==> config.mk <==
export PLATFORM = sky130hd
export DESIGN_NAME = cordic_iter_sequencer_flat
export DESIGN_NICKNAME = d
export VERILOG_FILES = /design/src/rtl/cordic_iter_sequencer_if.sv /design/src/rtl/cordic_iter_sequencer.sv /design/src/flat_wrapper.sv
export SDC_FILE = /design/constraint.sdc
export NUM_CORES = 1
export LEC_CHECK = 0
export CAP_MARGIN = 25
export CORE_AREA = 4 4 41 43
export DETAILED_ROUTE_END_ITERATION = 8
export DIE_AREA = 0 0 45 47
export PLACE_DENSITY = 0.71
export SKIP_LAST_GASP = 1
export SLEW_MARGIN = 20
export SYNTH_ARGS = -nofsm -noshare
export SYNTH_HDL_FRONTEND = slang
export SYNTH_SLANG_ARGS = --single-unit
==> constraint.sdc <==
create_clock -name i_clk -period 2.9 [get_ports i_clk]
set_input_delay 0.58 -clock i_clk [delete_from_list [all_inputs] [get_ports i_clk]]
set_output_delay 0.58 -clock i_clk [all_outputs]
set_load 0.02 [all_outputs]
==> src/rtl/cordic_iter_sequencer_if.sv <==
// ---------------------------------------------------------------------------
// cordic_iter_sequencer_if
//   Bundles the request/response handshake and the datapath control lines
//   that connect the CORDIC sequencer to the SPI front end and the shared
//   micro-rotation PE.
//
//   Request side : req_valid, req_ready, req_mode, abort
//   Sign feedback: z_sign, y_sign (sign bits of the datapath z / y registers)
//   Datapath ctrl: core_load, core_iter, core_idx, core_dir
//   Result side  : res_valid, res_ready, busy
//
//   modport slave  : the sequencer itself
//   modport master : the environment (command side, datapath, consumer)
// ---------------------------------------------------------------------------
interface cordic_iter_sequencer_if #(
   parameter int IDX_W = 4
);

   logic             req_valid;
   logic             req_ready;
   logic             req_mode;
   logic             abort;
   logic             z_sign;
   logic             y_sign;
   logic             core_load;
   logic             core_iter;
   logic [IDX_W-1:0] core_idx;
   logic             core_dir;
   logic             res_valid;
   logic             res_ready;
   logic             busy;

   modport slave (
      input  req_valid,
      input  req_mode,
      input  abort,
      input  z_sign,
      input  y_sign,
      input  res_ready,
      output req_ready,
      output core_load,
      output core_iter,
      output core_idx,
      output core_dir,
      output res_valid,
      output busy
   );

   modport master (
      output req_valid,
      output req_mode,
      output abort,
      output z_sign,
      output y_sign,
      output res_ready,
      input  req_ready,
      input  core_load,
      input  core_iter,
      input  core_idx,
      input  core_dir,
      input  res_valid,
      input  busy
   );

endinterface

==> src/rtl/cordic_iter_sequencer.sv <==
// ---------------------------------------------------------------------------
// cordic_iter_sequencer
//   Control sequencer for the iterative, ROM-less CORDIC datapath. Takes one
//   request at a time, strobes the operand load, steps the shared PE through
//   N_PE micro-rotations (shift index + rotation direction), then holds the
//   result-valid flag until the consumer takes it.
//
//   Ports
//     i_clk : system clock, rising edge
//     rst   : asynchronous, active-high reset
//     bus   : cordic_iter_sequencer_if.slave
//               req_valid/req_ready/req_mode/abort  request side
//               z_sign/y_sign                       datapath sign feedback
//               core_load/core_iter/core_idx/core_dir datapath control
//               res_valid/res_ready/busy            result side
//
//   Parameters
//     N_PE  : micro-rotations per operation (>= 2)
//     IDX_W : iteration index width, 2**IDX_W >= N_PE
// ---------------------------------------------------------------------------
module cordic_iter_sequencer #(
   parameter int N_PE  = 13,
   parameter int IDX_W = 4
) (
   input  logic                     i_clk,
   input  logic                     rst,
   cordic_iter_sequencer_if.slave   bus
);

   typedef enum logic [1:0] {
      IDLE = 2'd0,
      LOAD = 2'd1,
      ITER = 2'd2,
      HOLD = 2'd3
   } state_t;

   localparam logic [IDX_W-1:0] LAST_IDX = IDX_W'(N_PE - 1);

   state_t           state_q, state_d;
   logic [IDX_W-1:0] idx_q,   idx_d;
   logic             mode_q,  mode_d;
   logic             accept;

   // A request is only taken in IDLE, and a simultaneous abort blocks it so
   // the command side can cancel a request in the same cycle it raises it.
   always_comb begin
      bus.req_ready = (state_q == IDLE) && !bus.abort;
      accept        = bus.req_valid && bus.req_ready;
   end

   // State, iteration index and latched mode. Reset puts the sequencer back
   // to IDLE immediately; whatever is in the datapath is simply abandoned.
   always_ff @(posedge i_clk or posedge rst) begin
      if (rst) begin
         state_q <= IDLE;
         idx_q   <= '0;
         mode_q  <= 1'b0;
      end else begin
         state_q <= state_d;
         idx_q   <= idx_d;
         mode_q  <= mode_d;
      end
   end

   // Next-state logic. Abort beats everything once an operation is under
   // way, including the last-iteration hand-off to HOLD and a pending
   // res_ready, so an aborted operation never shows res_valid. Leaving HOLD
   // always passes through IDLE, which gives the one-cycle bubble between
   // back-to-back operations.
   always_comb begin
      state_d = state_q;
      idx_d   = idx_q;
      mode_d  = mode_q;

      unique case (state_q)
         IDLE: begin
            if (accept) begin
               mode_d  = bus.req_mode;
               state_d = LOAD;
            end
         end

         LOAD: begin
            idx_d = '0;
            if (bus.abort) begin
               state_d = IDLE;
            end else begin
               state_d = ITER;
            end
         end

         ITER: begin
            if (bus.abort) begin
               state_d = IDLE;
               idx_d   = '0;
            end else if (idx_q == LAST_IDX) begin
               state_d = HOLD;
               idx_d   = '0;
            end else begin
               idx_d = idx_q + IDX_W'(1);
            end
         end

         HOLD: begin
            if (bus.abort || bus.res_ready) begin
               state_d = IDLE;
               idx_d   = '0;
            end
         end

         default: begin
            state_d = IDLE;
            idx_d   = '0;
         end
      endcase
   end

   // Datapath control is decoded purely from the registered state so the
   // PE sees glitch-free strobes. Only the rotation direction is allowed to
   // follow the live sign bit, because the PE needs the sign of the value it
   // is about to rotate in the same cycle. Rotation drives z toward zero
   // (add when z is non-negative); vectoring drives y toward zero (add when
   // y is negative).
   always_comb begin
      bus.core_load = (state_q == LOAD);
      bus.core_iter = (state_q == ITER);
      bus.core_idx  = idx_q;
      bus.res_valid = (state_q == HOLD);
      bus.busy      = (state_q != IDLE);
      bus.core_dir  = 1'b0;
      if (state_q == ITER) begin
         bus.core_dir = mode_q ? bus.y_sign : !bus.z_sign;
      end
   end

endmodule
==> src/flat_wrapper.sv <==
// flat-port wrapper written by rule: the top's interface ports become plain ports
module cordic_iter_sequencer_flat 
#(
   parameter int N_PE  = 13,
   parameter int IDX_W = 4
)
  (i_clk, rst, bus_req_valid, bus_req_mode, bus_abort, bus_z_sign, bus_y_sign, bus_res_ready, bus_req_ready, bus_core_load, bus_core_iter, bus_core_idx, bus_core_dir, bus_res_valid, bus_busy);
  cordic_iter_sequencer_if #(.IDX_W(IDX_W)) bus_i ();
  input  logic i_clk;
  input  logic rst;
  input wire logic [$bits(bus_i.req_valid)-1:0] bus_req_valid;
  input wire logic [$bits(bus_i.req_mode)-1:0] bus_req_mode;
  input wire logic [$bits(bus_i.abort)-1:0] bus_abort;
  input wire logic [$bits(bus_i.z_sign)-1:0] bus_z_sign;
  input wire logic [$bits(bus_i.y_sign)-1:0] bus_y_sign;
  input wire logic [$bits(bus_i.res_ready)-1:0] bus_res_ready;
  output wire logic [$bits(bus_i.req_ready)-1:0] bus_req_ready;
  output wire logic [$bits(bus_i.core_load)-1:0] bus_core_load;
  output wire logic [$bits(bus_i.core_iter)-1:0] bus_core_iter;
  output wire logic [$bits(bus_i.core_idx)-1:0] bus_core_idx;
  output wire logic [$bits(bus_i.core_dir)-1:0] bus_core_dir;
  output wire logic [$bits(bus_i.res_valid)-1:0] bus_res_valid;
  output wire logic [$bits(bus_i.busy)-1:0] bus_busy;
  assign bus_i.req_valid = bus_req_valid;
  assign bus_i.req_mode = bus_req_mode;
  assign bus_i.abort = bus_abort;
  assign bus_i.z_sign = bus_z_sign;
  assign bus_i.y_sign = bus_y_sign;
  assign bus_i.res_ready = bus_res_ready;
  assign bus_req_ready = bus_i.req_ready;
  assign bus_core_load = bus_i.core_load;
  assign bus_core_iter = bus_i.core_iter;
  assign bus_core_idx = bus_i.core_idx;
  assign bus_core_dir = bus_i.core_dir;
  assign bus_res_valid = bus_i.res_valid;
  assign bus_busy = bus_i.busy;
  cordic_iter_sequencer #(.N_PE(N_PE), .IDX_W(IDX_W)) u_core (.i_clk(i_clk), .rst(rst), .bus(bus_i));
endmodule
==> metrics.csv <==
stage,metric,value,unit
synth,synth warn,0,
synth,Synth Cell Area,432,um2
sta,Setup Skew,0.000720,ns
worst_setup_path,crit-path cells,clkdlybuf4s50_1 -> nand2_1 -> o21ai_0 -> and2_1 -> clkdlybuf4s50_1,
place,GP Congestion,0.700,
sta,post-route clock period utilization,84.7,%
worst_setup_path,CP bufs+invs,2,
final_layout,"commonest non-fill, non-tap cell in the layout",clkdlybuf4s50_1,
power_and_ir_drop,maximum VDD drop,0.234,mV
worst_setup_path,Worst R2R End,u_core.bus.core_idx[3],
routing,drt pass-1 iters,2,
global_route,vias in the first global route,392,
floorplan,DIE HEIGHT,47,um
worst_setup_path,Reg-to-Reg Start,u_core.bus.core_idx[0],
final_layout,antenna cell count,0,
worst_setup_path,crit end category,output pin,
final_layout,fin nets,77,
final_layout,most frequent cells in the layout,"17 x clkdlybuf4s50_1, 7 x dfrtp_1, 5 x inv_1, 5 x nand2_1, 4 x nand3_1",
clocking,CTS tree,yes,
worst_hold_path,Hold Startpoint,u_core.mode_q,
sta,Final Worst Setup Slack,0.443,ns
final_layout,Layout area overhead,47.2,%
floorplan,die width,45,um
synth,post-synth cell types,25,
synth,Post-Syn Area per Cell,9.38,um2
global_route,initial antenna violation count,0,
power_and_ir_drop,pwr dens,449,nW/um2
worst_hold_path,WHS Path Cells,1,
floorplan,number of core rows,13,
clocking,clk_lat worst skew,0.25,ns
worst_setup_path,worst-path cell with the longest stage delay,clkdlybuf4s50_1,
sta,Fmax achieved,407,MHz
final_layout,post-route cell area,636,um2
synth,Gate Count Post-Synth,46,
floorplan,core footprint,1300,um2
sta,unrepaired setup endpoints after global routing,no,
clocking,CTS buffer count,3,
routing,routed len/inst,11.3,um
worst_setup_path,CP Launch Type,input port,
place,pre-CTS setup slack,0.430,ns
sta,"Hold Vio Cnt, Final",0,
sta,Least-Margin Pin Slew,0.319,ns
power_and_ir_drop,Total Power,286,uW
clocking,Sink Count,7,
worst_setup_path,r2r worst-path depth,4,
routing,Total Wirelength,918,um
place,port bufs,17,
synth,Synth Net Count,56,
sta,Final setup viols,0,
global_route,Global Route Usage Sum,11.2,%
sta,post-route setup TNS,0,ns
run_status,status,"finished, final reports clean",
worst_setup_path,Crit Path Class,input port to output pin,
routing,initial drt markers,3,
power_and_ir_drop,standby leakage power,0.000268,uW
clocking,CTS Root Cell,clkbuf_4,
synth,Synth Register Bits,7,
synth,"Seq/Total Area, Yosys",40.6,%
sta,Tmin final,2.46,ns
floorplan,Die Footprint,2120,um2
final_layout,Final Util,48.8,%
flow_run,Max Cap Violations,0,
global_route,gr ovfl total,0,
routing,DR vias/cell,4.89,
worst_setup_path,CP max stage delay,0.60,ns
routing,Remaining DRCs,0,
worst_setup_path,Worst EP arrival,1.88,ns
routing,routed vias,396,
worst_setup_path,critical path data required time,2.32,ns
clocking,CTS Buffer Depth,2,
worst_setup_path,worst-path fanout max,1,
worst_setup_path,CP most frequent cell,clkdlybuf4s50_1,
floorplan,Initial Utilization,33.2,%
final_layout,layout cells sized above 1,13.6,%
sta,normalized max-slew margin,78.6,%
global_route,global-route wire length before repair,1620,um
clocking,Post-CTS Setup Inserts,0,
worst_hold_path,end of the worst hold path,u_core.mode_q,
clocking,CTS Hold Bufs,0,
worst_hold_path,path category of the worst min-delay check,register to register,
routing,"antenna viol nets, final",0,
worst_setup_path,internal reg-to-reg setup slack,1.70,ns
clocking,Resize count post-CTS,0,
clocking,"CTS clk-pin slew, worst paths",0.05,ns
place,area post-placement,609,um2
place,HPWL after DPL,726,um
worst_setup_path,Top delay family on crit path,buffers and inverters,
global_route,pin count of the biggest net entering global routing,8,
floorplan,IO Pins,18,
sta,Final Max Tran Viols,0,
clocking,H-tree Lvls,1,
## final cells by class
cell class                      instances  area [um2]
Fill cell                             142         666
Inverter                                5        18.8
Tap cell                               15        18.8
Clock buffer                            4        26.3
Sequential cell                         7         175
Multi-Input combinational cell         33         226
Timing Repair Buffer                   17         170
## Yosys cell counts (all sizes together)
cell type	n	area (um2)
ha	2	25.0
a21oi	1	5.00
o211ai	1	7.51
a211oi	1	7.51
mux2	1	11.3
nand3	4	20.0
and2b	2	17.5
a21o	1	7.51
nor3	1	10.0
nand2	5	18.8
a32o	1	10.0
and2	2	15.0
inv	5	18.8
nand4b	1	8.76
dfrtp	7	175
buf	1	11.3
a31oi	1	6.26
nand4	1	6.26
nand2b	1	6.26
nor3b	1	12.5
nor2	2	7.51
xnor2	1	8.76
o21ai	3	15.0
## where the power goes
group          switching, uW  total [uW]  leakage, uW  internal (uW)
clock                   37.3        89.9    0.0000150           52.6
sequential              8.86         116    0.0000934            107
combinational           39.4        80.1     0.000160           40.8
## logic make-up after synthesis
group | share of synthesized area [%]
and+or+nand+nor | 28.4
AOI/OAI and AO/OA | 13.6
DFF | 40.6
buffers and inverters | 6.96
adders and majority gates | 5.80
xor gates and xnor gates | 2.03
muxes | 2.61
## layer usage
layer / up-vias / part of all wire (%) / GRT usage (%)
li1: 199 / - / -
met1: 174 / 47 / 14.2
met2: 18 / 39 / 15.3
met3: 5 / 11 / 3.07
met4: 0 / 3.4 / 10.5
met5: - / 0 / 0
## worst max-delay path by stage
stage / to / from / cells after the start
2_1_floorplan: bus_core_dir / u_core.state_q[0] / 2
3_3_place_gp: bus_req_ready / bus_abort / 3
3_5_place_dp: bus_core_dir / bus_y_sign / 5
4_1_cts: bus_core_dir / bus_y_sign / 5
5_1_grt: bus_core_dir / bus_z_sign / 4
6_report: bus_core_dir / bus_y_sign / 5
## registers in the layout (all words and copies together) (netlist names)
register,cells
u_core.state_q,2
u_core.mode_q,1
u_core.bus.core_idx,4
## metrics by stage
stage	std cells	hold WS, ns
after floorplan	46	0.383
after global placement	77	0.512
after detailed placement	77	0.518
after CTS	81	0.530
after global routing	81	0.575
final	81	0.524
Note: power is estimated with default switching activity, not from simulation.
